File: config.mk
export PLATFORM = sky130hd
export DESIGN_NAME = conv3x3_top
export DESIGN_NICKNAME = d
export VERILOG_FILES = /design/src/rtl/conv3x3_top.sv
export SDC_FILE = /design/constraint.sdc
export NUM_CORES = 2
export LEC_CHECK = 0
export CAP_MARGIN = 20
export CORE_MARGIN = 2
export CORE_UTILIZATION = 45
export CTS_BUF_LIST = sky130_fd_sc_hd__clkbuf_8
export CTS_CLUSTER_DIAMETER = 40
export DETAILED_ROUTE_END_ITERATION = 6
export PLACE_DENSITY_LB_ADDON = 0.12
export SLEW_MARGIN = 20
export SYNTH_ARGS = -nofsm -noshare
export SYNTH_HDL_FRONTEND = slang
export SYNTH_SLANG_ARGS = --single-unit
export TNS_END_PERCENT = 5
File: constraint.sdc
create_clock -name clk -period 24.2 [get_ports clk]
set_clock_uncertainty 0.15 [all_clocks]
set_input_delay 7.26 -clock clk [delete_from_list [all_inputs] [get_ports clk]]
set_output_delay 7.26 -clock clk [all_outputs]
set_load 0.05 [all_outputs]
File: src/rtl/conv3x3_top.sv
// 3x3 valid convolution: loads a signed fixed-point kernel, slides the window over the
// input map and writes saturated, bias-added results in raster order.
module conv3x3_top #(
  parameter int unsigned IN_WIDTH   = 6,
  parameter int unsigned IN_HEIGHT  = 6,
  parameter int unsigned DATA_WIDTH = 16,
  parameter int unsigned FRAC_BITS  = 8,
  parameter int unsigned ADDR_WIDTH = 10
) (
  input  logic                         clk,
  input  logic                         reset,
  input  logic                         run,
  input  logic signed [DATA_WIDTH-1:0] data_in,
  output logic        [ADDR_WIDTH-1:0] read_address_out,
  input  logic signed [DATA_WIDTH-1:0] weight_in,
  output logic        [3:0]            weight_address_out,
  input  logic signed [DATA_WIDTH-1:0] bias_in,
  output logic signed [DATA_WIDTH-1:0] result_out,
  output logic        [ADDR_WIDTH-1:0] write_address_out,
  output logic                         we_out,
  output logic                         conv_done
);

  localparam int unsigned PROD_W   = 2 * DATA_WIDTH;
  localparam int unsigned ACC_W    = 2 * DATA_WIDTH + 4;
  localparam int unsigned COL_LAST = IN_WIDTH - 3;
  localparam int unsigned ROW_LAST = IN_HEIGHT - 3;
  localparam logic signed [ACC_W-1:0] SAT_MAX = ACC_W'((64'sd1 <<< (DATA_WIDTH - 1)) - 64'sd1);
  localparam logic signed [ACC_W-1:0] SAT_MIN = ~SAT_MAX;

  typedef enum logic [2:0] {
    STATE_WAIT,
    STATE_LOAD_WEIGHTS,
    STATE_STREAM_DATA,
    STATE_DRAIN,
    STATE_WRITE,
    STATE_FINISHED
  } state_t;

  state_t                         state, state_n;
  logic        [3:0]              cnt, cnt_n;
  logic        [ADDR_WIDTH-1:0]   col, col_n, row, row_n, out_idx, idx_n;
  logic signed [ACC_W-1:0]        acc, acc_n;
  logic signed [DATA_WIDTH-1:0]   kernel [9];

  logic        [3:0]              tap_c;
  logic signed [PROD_W-1:0]       prod_c;
  logic signed [ACC_W-1:0]        sum_c, shifted_c;
  logic signed [DATA_WIDTH-1:0]   sat_c;
  logic        [ADDR_WIDTH-1:0]   rd_addr_c;

  // Offset of window tap t (raster order) from the window's top-left pixel.
  function automatic logic [ADDR_WIDTH-1:0] tap_offset(input logic [3:0] t);
    logic [1:0] tr, tc;
    tr = 2'd0;
    tc = 2'd0;
    case (t)
      4'd1: tc = 2'd1;
      4'd2: tc = 2'd2;
      4'd3: tr = 2'd1;
      4'd4: begin tr = 2'd1; tc = 2'd1; end
      4'd5: begin tr = 2'd1; tc = 2'd2; end
      4'd6: tr = 2'd2;
      4'd7: begin tr = 2'd2; tc = 2'd1; end
      4'd8: begin tr = 2'd2; tc = 2'd2; end
      default: ;
    endcase
    return ADDR_WIDTH'(tr) * ADDR_WIDTH'(IN_WIDTH) + ADDR_WIDTH'(tc);
  endfunction

  // Data word arriving now belongs to the tap issued one cycle earlier.
  always_comb begin
    tap_c = 4'd8;
    if (state == STATE_STREAM_DATA && cnt != 4'd0) tap_c = 4'(cnt - 4'd1);
    prod_c = PROD_W'(data_in) * PROD_W'(kernel[tap_c]);
  end

  always_comb begin
    state_n = state;
    cnt_n   = cnt;
    col_n   = col;
    row_n   = row;
    idx_n   = out_idx;
    acc_n   = acc;
    case (state)
      STATE_WAIT: begin
        cnt_n = 4'd0;
        col_n = '0;
        row_n = '0;
        idx_n = '0;
        acc_n = '0;
        if (run) state_n = STATE_LOAD_WEIGHTS;
      end
      STATE_LOAD_WEIGHTS: begin
        cnt_n = 4'(cnt + 4'd1);
        if (cnt == 4'd9) begin
          cnt_n   = 4'd0;
          state_n = STATE_STREAM_DATA;
        end
      end
      STATE_STREAM_DATA: begin
        cnt_n = 4'(cnt + 4'd1);
        if (cnt != 4'd0) acc_n = acc + ACC_W'(prod_c);
        if (cnt == 4'd8) begin
          cnt_n   = 4'd0;
          state_n = STATE_DRAIN;
        end
      end
      STATE_DRAIN: begin
        acc_n   = acc + ACC_W'(prod_c);
        state_n = STATE_WRITE;
      end
      STATE_WRITE: begin
        acc_n = '0;
        idx_n = ADDR_WIDTH'(out_idx + 1'b1);
        if (col == ADDR_WIDTH'(COL_LAST)) begin
          col_n = '0;
          row_n = ADDR_WIDTH'(row + 1'b1);
        end else begin
          col_n = ADDR_WIDTH'(col + 1'b1);
        end
        if (col == ADDR_WIDTH'(COL_LAST) && row == ADDR_WIDTH'(ROW_LAST))
          state_n = STATE_FINISHED;
        else
          state_n = STATE_STREAM_DATA;
      end
      STATE_FINISHED: state_n = STATE_WAIT;
      default:        state_n = STATE_WAIT;
    endcase
  end

  // Bias alignment, floor shift back to the data format, and clamping.
  always_comb begin
    sum_c     = acc_n + (ACC_W'(bias_in) <<< FRAC_BITS);
    shifted_c = sum_c >>> FRAC_BITS;
    sat_c     = DATA_WIDTH'(shifted_c);
    if (shifted_c > SAT_MAX) sat_c = DATA_WIDTH'(SAT_MAX);
    if (shifted_c < SAT_MIN) sat_c = DATA_WIDTH'(SAT_MIN);
    rd_addr_c = ADDR_WIDTH'(row_n * IN_WIDTH) + col_n + tap_offset(cnt_n);
  end

  always_ff @(posedge clk or posedge reset) begin
    if (reset) begin
      state              <= STATE_WAIT;
      cnt                <= 4'd0;
      col                <= '0;
      row                <= '0;
      out_idx            <= '0;
      acc                <= '0;
      for (int i = 0; i < 9; i++) kernel[i] <= '0;
      read_address_out   <= '0;
      weight_address_out <= 4'd0;
      result_out         <= '0;
      write_address_out  <= '0;
      we_out             <= 1'b0;
      conv_done          <= 1'b0;
    end else begin
      state     <= state_n;
      cnt       <= cnt_n;
      col       <= col_n;
      row       <= row_n;
      out_idx   <= idx_n;
      acc       <= acc_n;
      we_out    <= (state_n == STATE_WRITE);
      conv_done <= (state_n == STATE_FINISHED);
      if (state == STATE_LOAD_WEIGHTS && cnt != 4'd0) kernel[4'(cnt - 4'd1)] <= weight_in;
      if (state_n == STATE_LOAD_WEIGHTS)
        weight_address_out <= (cnt_n > 4'd8) ? 4'd8 : cnt_n;
      if (state_n == STATE_STREAM_DATA) read_address_out <= rd_addr_c;
      if (state_n == STATE_WRITE) begin
        result_out        <= sat_c;
        write_address_out <= idx_n;
      end
    end
  end

endmodule

==> out/results.txt <==
Register bit count reported by yosys = 259
Total GRT Usage = 23.0%
Largest stage delay on the critical path = 820 ps
Antenna violation net count after detailed routing = 0
CTS clk-pin slew, worst paths = 60 ps
Detailed Routing Iterations Pass 1 = 5
Critical R2R Capture = result_out[2]$_DFFE_PP0P_
Gp weighted congestion = 0.849
Arrival time of the worst setup path = 17480 ps
Worst setup SP type = input pin
Final Routed Wirelength = 65000 µm
Mux cell area share after synthesis = 7.41%
Core Rows = 87
Crit Path Class = input pin to register
Main combinational cell family by area after synthesis = adder cells
Fin area = 28400 µm²
Area growth, synth to finish = 11.3%
PostCTS Resize Cnt = 0
FF-to-FF path depth = 44
DRC = 0
Setup violations, final = 0
EDFF count, synth = 0
Critical Path RT = 24580 ps
FF-to-FF Start = cnt[0]$_DFF_PP0_
Clk Latency, worst-skew pair = 630 ps
Layout cell share with drive strength beyond 1 = 11.1%
First-pass GRT wire length = 108000 µm
Synth Area in Adders = 33.3%
Worst-Margin Slew = 1100 ps
Vias in the first global route = 19400
HP Start = write_address_out[9]$_DFFE_PP0P_
Syn avg cell area = 9.85 µm²
Fin. Hold Viols = 0
Max Clock Freq = 58.5 MHz
CP most frequent cell = fa_1
CTS tree = built
Final min period = 17100 ps
Largest net degree at the start of global routing = 99
Drt wl/cell = 18.8 µm
Mapped Cells = 2588
Setup TNS = 0 ps
Post-Synth XOR/XNOR Area = 3.21%
Synth warn = 0
Slowest-stage cell, CP = clkdlybuf4s50_1
Crit share post-route = 70.6%
Syn Nets = 3126
Slew margin rel. = 26.2%
Commonest cells after routing, fill and taps aside = inv_1 (412), fa_1 (321), nand2_1 (319), dfrtp_1 (259), ha_1 (166)
Worst Hold Class = register to register
Layout Utilization = 50.5%
TritonCTS Sinks = 259
Seq/Total Area, Yosys = 25.4%
PortBufs = 92
Die W = 242 µm
Grt ovf = 0
Setup crit start = data_in[15]
Initial antenna violation count = 1
DP Wirelength = 49600 µm
Clk buf depth = 3
IO Pins = 93
CP Max Fanout = 15
1st-iter DRT viols = 1321
Die area = 58600 µm²
Async SR Flop Fraction = 100%
Max Cap Viol = 0
Vias per cell = 5.33
Main area contributors after synthesis = dfrtp_1 (25%), fa_1 (25%), ha_1 (8.1%)
Synth unique cells = 72
Mapped Area = 25500 µm²
# hold bufs at CTS = 0
Vias = 18500
Slew Limit Fails = 0
Worst setup EP type = register
Commonest non-fill, non-tap cell in the layout = inv_1
Status = finished clean
Core area = 56200 µm²
Yosys top cell by area = dfrtp_1
Post-synth top flop = dfrtp_1
Die height = 242 µm
Synth top area share = 25.4%
Hold EP = write_address_out[9]$_DFFE_PP0P_
Synth Area in Compound Gates = 9.67%
RSZ-0062 raised after global routing = false
Post-CTS repair timing setup buffer count = 0
Starting Density = 45.4%
R2r setup slk = 11210 ps
Num CTS Buffers = 50
Hold path cells = 2
Final net count = 3205
Simple-Gate Fraction of Synth Area = 13.5%
Clk root buf = clkbuf_8
Max H-tree Level = 2
Post-DP Area = 27300 µm²
==> synth_stat cells, types with 5 or more instances <==
cell and number:
nand3_1 57, fa_1 321, buf_2 5, a211oi_1 22, a32oi_1 15, o2111ai_1 13, a21o_1 24, dfrtp_1 259
and3_1 6, inv_1 407, and2_1 123, nand2b_1 12, xor2_1 28, a22o_1 32, a211o_1 9, or3_1 8
nor3_1 19, nor3b_1 7, ha_1 166, o211ai_1 8, or4_1 5, o21ai_0 51, mux2i_1 11, nand4_1 10
clkbuf_1 83, a31oi_1 19, mux2_2 154, nor2b_1 17, or2_2 9, a21oi_1 85, xnor2_1 63, o31ai_1 11
nand2_1 319, o21bai_1 13, nor4_1 10, a32o_1 7, nor2_1 99, o21a_1 18
==> routing by layer <==
layer / track usage (%) / routed length [µm]
met3: 3.17 / 3210
met1: 35.6 / 32700
met2: 34.1 / 27900
met4: 5.17 / 1170
met5: 0 / 0
==> area by class of cell <==
type                    instances  area, µm²
diodes                          1       2.50
clock buffers                  63        867
clock inverters                28        255
fillers                      5299      27800
inverters                     410       1550
multi-input cells            1825      17100
flip-flops and latches        259       6480
well taps                     756        946
repair buffers                121       1150
==> worst max-delay path by stage <==
stage	slack, ps	end
3_5_place_dp	6620	result_out[2]$_DFFE_PP0P_
3_3_place_gp	6810	result_out[11]$_DFFE_PP0P_
5_1_grt	6530	result_out[10]$_DFFE_PP0P_
2_1_floorplan	8460	result_out[1]$_DFFE_PP0P_
4_1_cts	7210	result_out[2]$_DFFE_PP0P_
6_report	7100	result_out[2]$_DFFE_PP0P_
==> metrics by stage <==
stage / cells / hold slack [ps] / worst slack [ps]
finish: 3463 / 346 / 7100
global route: 3463 / 360 / 6530
CTS: 3462 / 351 / 7210
detailed placement: 3371 / 326 / 6620
global placement: 3371 / 326 / 6810
floorplan: 2588 / 322 / 8460
==> cells by family after synthesis <==
kind of cell,count (synthesis)
and+or+nand+nor,720
buffers and inverters,504
AOI/OAI and AO/OA,359
adders and majority gates,487
DFF,259
muxes,167
xor gates and xnor gates,92
==> worst max-delay path, delay by kind of cell <==
family | cells | cell delay [ps]
XOR/XNOR | 2 | 240
AO/OA/AOI/OAI | 12 | 2840
buffers and inverters | 6 | 1280
AND/OR/NAND/NOR | 7 | 2030
adder cells (fa/ha/maj) | 8 | 3800
==> sequential cells by signal, indices dropped and copies added (netlist names) <==
name,cells
state,3
read_address_out,10
row,10
write_address_out,10
weight_address_out,4
cnt,4
col,10
acc,36
out_idx,10
conv_done,1
result_out,16
we_out,1
kernel,144
Power is left out: the tool's default activity adds up to more than one toggle a clock period on the data nets, which glitch-free logic cannot reach.
==> patch: new RTL, same flow settings <==
Add an input register stage for `run`, `data_in`, `weight_in` and `bias_in`, cleared by the reset; this delays them by one clock.
--- a/src/rtl/conv3x3_top.sv
+++ b/src/rtl/conv3x3_top.sv
@@ -37,6 +37,25 @@
     STATE_FINISHED
   } state_t;
 
+  logic run_q;
+  logic signed [DATA_WIDTH-1:0] data_q;
+  logic signed [DATA_WIDTH-1:0] weight_q;
+  logic signed [DATA_WIDTH-1:0] bias_q;
+
+  always_ff @(posedge clk or posedge reset) begin
+    if (reset) begin
+      run_q    <= '0;
+      data_q   <= '0;
+      weight_q <= '0;
+      bias_q   <= '0;
+    end else begin
+      run_q    <= run;
+      data_q   <= data_in;
+      weight_q <= weight_in;
+      bias_q   <= bias_in;
+    end
+  end
+
   state_t                         state, state_n;
   logic        [3:0]              cnt, cnt_n;
   logic        [ADDR_WIDTH-1:0]   col, col_n, row, row_n, out_idx, idx_n;
@@ -72,7 +91,7 @@
   always_comb begin
     tap_c = 4'd8;
     if (state == STATE_STREAM_DATA && cnt != 4'd0) tap_c = 4'(cnt - 4'd1);
-    prod_c = PROD_W'(data_in) * PROD_W'(kernel[tap_c]);
+    prod_c = PROD_W'(data_q) * PROD_W'(kernel[tap_c]);
   end
 
   always_comb begin
@@ -89,7 +108,7 @@
         row_n = '0;
         idx_n = '0;
         acc_n = '0;
-        if (run) state_n = STATE_LOAD_WEIGHTS;
+        if (run_q) state_n = STATE_LOAD_WEIGHTS;
       end
       STATE_LOAD_WEIGHTS: begin
         cnt_n = 4'(cnt + 4'd1);
@@ -131,7 +150,7 @@
 
   // Bias alignment, floor shift back to the data format, and clamping.
   always_comb begin
-    sum_c     = acc_n + (ACC_W'(bias_in) <<< FRAC_BITS);
+    sum_c     = acc_n + (ACC_W'(bias_q) <<< FRAC_BITS);
     shifted_c = sum_c >>> FRAC_BITS;
     sat_c     = DATA_WIDTH'(shifted_c);
     if (shifted_c > SAT_MAX) sat_c = DATA_WIDTH'(SAT_MAX);
@@ -163,7 +182,7 @@
       acc       <= acc_n;
       we_out    <= (state_n == STATE_WRITE);
       conv_done <= (state_n == STATE_FINISHED);
-      if (state == STATE_LOAD_WEIGHTS && cnt != 4'd0) kernel[4'(cnt - 4'd1)] <= weight_in;
+      if (state == STATE_LOAD_WEIGHTS && cnt != 4'd0) kernel[4'(cnt - 4'd1)] <= weight_q;
       if (state_n == STATE_LOAD_WEIGHTS)
         weight_address_out <= (cnt_n > 4'd8) ? 4'd8 : cnt_n;
       if (state_n == STATE_STREAM_DATA) read_address_out <= rd_addr_c;
Formal check against the unedited RTL: not equivalent (Yosys sat finds a counterexample within 4 cycles, from zero or initial values and one cycle with reset high).
==> patch against the original RTL <==
Via count rose by 2.0%. Wire length decreased by 1.3%. Non-clock buffer count shrank 10. Register-to-register slack better by 160 ps. Worst setup slack better by 4300 ps. Area after synthesis rose by 4.9%. Synthesized cell count rose by 2.2%. Global-route usage down 0.92 points. Sequential cell count rose by 49. Final area rose by 5.0%. Highest routed layer unchanged.
Power is left out: the tool's default activity adds up to more than one toggle a clock period on the data nets, which glitch-free logic cannot reach.
==> patch: results (changes against the original RTL) <==
- The share of layout cells above drive strength 1 is 11.0% (was 11.1%).
- The multi-input gate count is 1831 (was 1825).
- The number of buffers created by CTS is 66 (was 50).
- The clock tree buffer count of the final layout is 75 (was 63).
- The final weighted congestion of routability-driven global placement is 0.871 (was 0.849).
- The sequential portion of the cell area is 25.9% (was 22.8%).
- The sequential share of the synthesized area is 28.8% (was 25.4%).
- The violation count after the first detailed-routing iteration was 1071 (was 1321).
- The antenna diode count is 0 (was 1).
- The clock insertion delay at the later pin of the skew report was 670 ps (was 630 ps).
- The detailed placement HPWL came to 48500 um (was 49600 um).
- The met1 track demand over resource is 33.8% (was 35.6%).
- The mux share of post-synthesis cell area is 6.97% (was 7.41%).
- The cell type of the slowest stage on the worst timing path is sky130_fd_sc_hd__or3_1 (was sky130_fd_sc_hd__clkdlybuf4s50_1).
- The fraction of the mapped netlist area in compound gates is 9.05% (was 9.67%).
- The worst stage delay on the critical path is 750 ps (was 820 ps).
- The wire length of the first global-routing pass is 107000 um (was 108000 um).
- The vias per cell is 5.31 (was 5.33).
- The met3 usage in global routing is 3.28% (was 3.17%).
- The count of inverters not on the clock network in the layout is 407 (was 410).
- The arrival time of the worst setup path was 13250 ps (was 17480 ps).
- The post-synthesis instance total was 2644 (was 2588).
- The post-synthesis average cell area came to 10.1 sq um (was 9.85 sq um).
- The average wire length per cell after detail routing is 18.1 um (was 18.8 um).
- Cells taking the most area after synthesis: sky130_fd_sc_hd__dfrtp_1 (29%), sky130_fd_sc_hd__fa_1 (24%), sky130_fd_sc_hd__ha_1 (7.8%) (was sky130_fd_sc_hd__dfrtp_1 (25%), sky130_fd_sc_hd__fa_1 (25%), sky130_fd_sc_hd__ha_1 (8.1%)).
- The overall track demand over capacity in global routing came to 22.0% (was 23.0%).
- Result of the run: complete, no violations (unchanged).
- The critical hold path startpoint is read_address_out[6] (was write_address_out[9]).
- The number of global-route vias before repair is 19800 (was 19400).
- The worst hold margin is 330 ps (was 346 ps).
- The top cell type's share of synthesized area was 28.8% (was 25.4%).
- The capture point of the worst reg-to-reg path is result_out[5] (was result_out[2]).
- The largest fanout of any net on the critical path was 31 (was 15).
- The routed wire length on met2 is 27600 um (was 27900 um).
- The cell depth of the worst flop-to-flop path came to 40 (was 44).
- The post-synthesis to final-layout area growth is 11.4% (was 11.3%).
- The initial antenna violation count came to 0 (was 1).
- The post-placement cell area is 28400 sq um (was 27300 sq um).
- The maximum number of pins on one net before global-route repair is 89 (was 99).
- The count of non-filler cells in the finished layout is 3545 (was 3463).
- The adder and majority gate portion of the synthesized area is 31.8% (was 33.3%).
- The number of H-tree levels came to 3 (was 2).
- The number of placed instances, taps included is 3430 (was 3371).
- The met2 usage came to 32.5% (was 34.1%).
-- patch: cell types whose count changed after synthesis, sizes merged, moves of 9 or more --
cell | unedited run | this run
xnor2 | 63 | 54
and3 | 6 | 20
a221o | 1 | 15
xor2 | 28 | 42
a21oi | 85 | 76
nand2 | 319 | 297
a32oi | 15 | 2
dfrtp | 259 | 308
a22o | 32 | 3
nand3 | 59 | 90
o21ai | 56 | 97
-- patch: critical path: cells and delay by family (launching register included) --
kind	cells	cell delay, ps
AND/OR/NAND/NOR	11	4150
XOR/XNOR	2	280
buffers and inverters	7	1030
adder cells (fa/ha/maj)	9	4370
AO/OA/AOI/OAI	11	2400
flip-flops	1	320
-- patch: how the worst max path moves through the flow --
stage,from,slack (ps),endpoint,cells after the start
6_report,cnt[0],11370,result_out[5],40
4_1_cts,cnt[0],11370,result_out[7],42
5_1_grt,cnt[0],10530,result_out[6],41
3_5_place_dp,cnt[0],11430,result_out[9],42
2_1_floorplan,reset,8270,acc[0],1
3_3_place_gp,cnt[0],11550,result_out[4],43
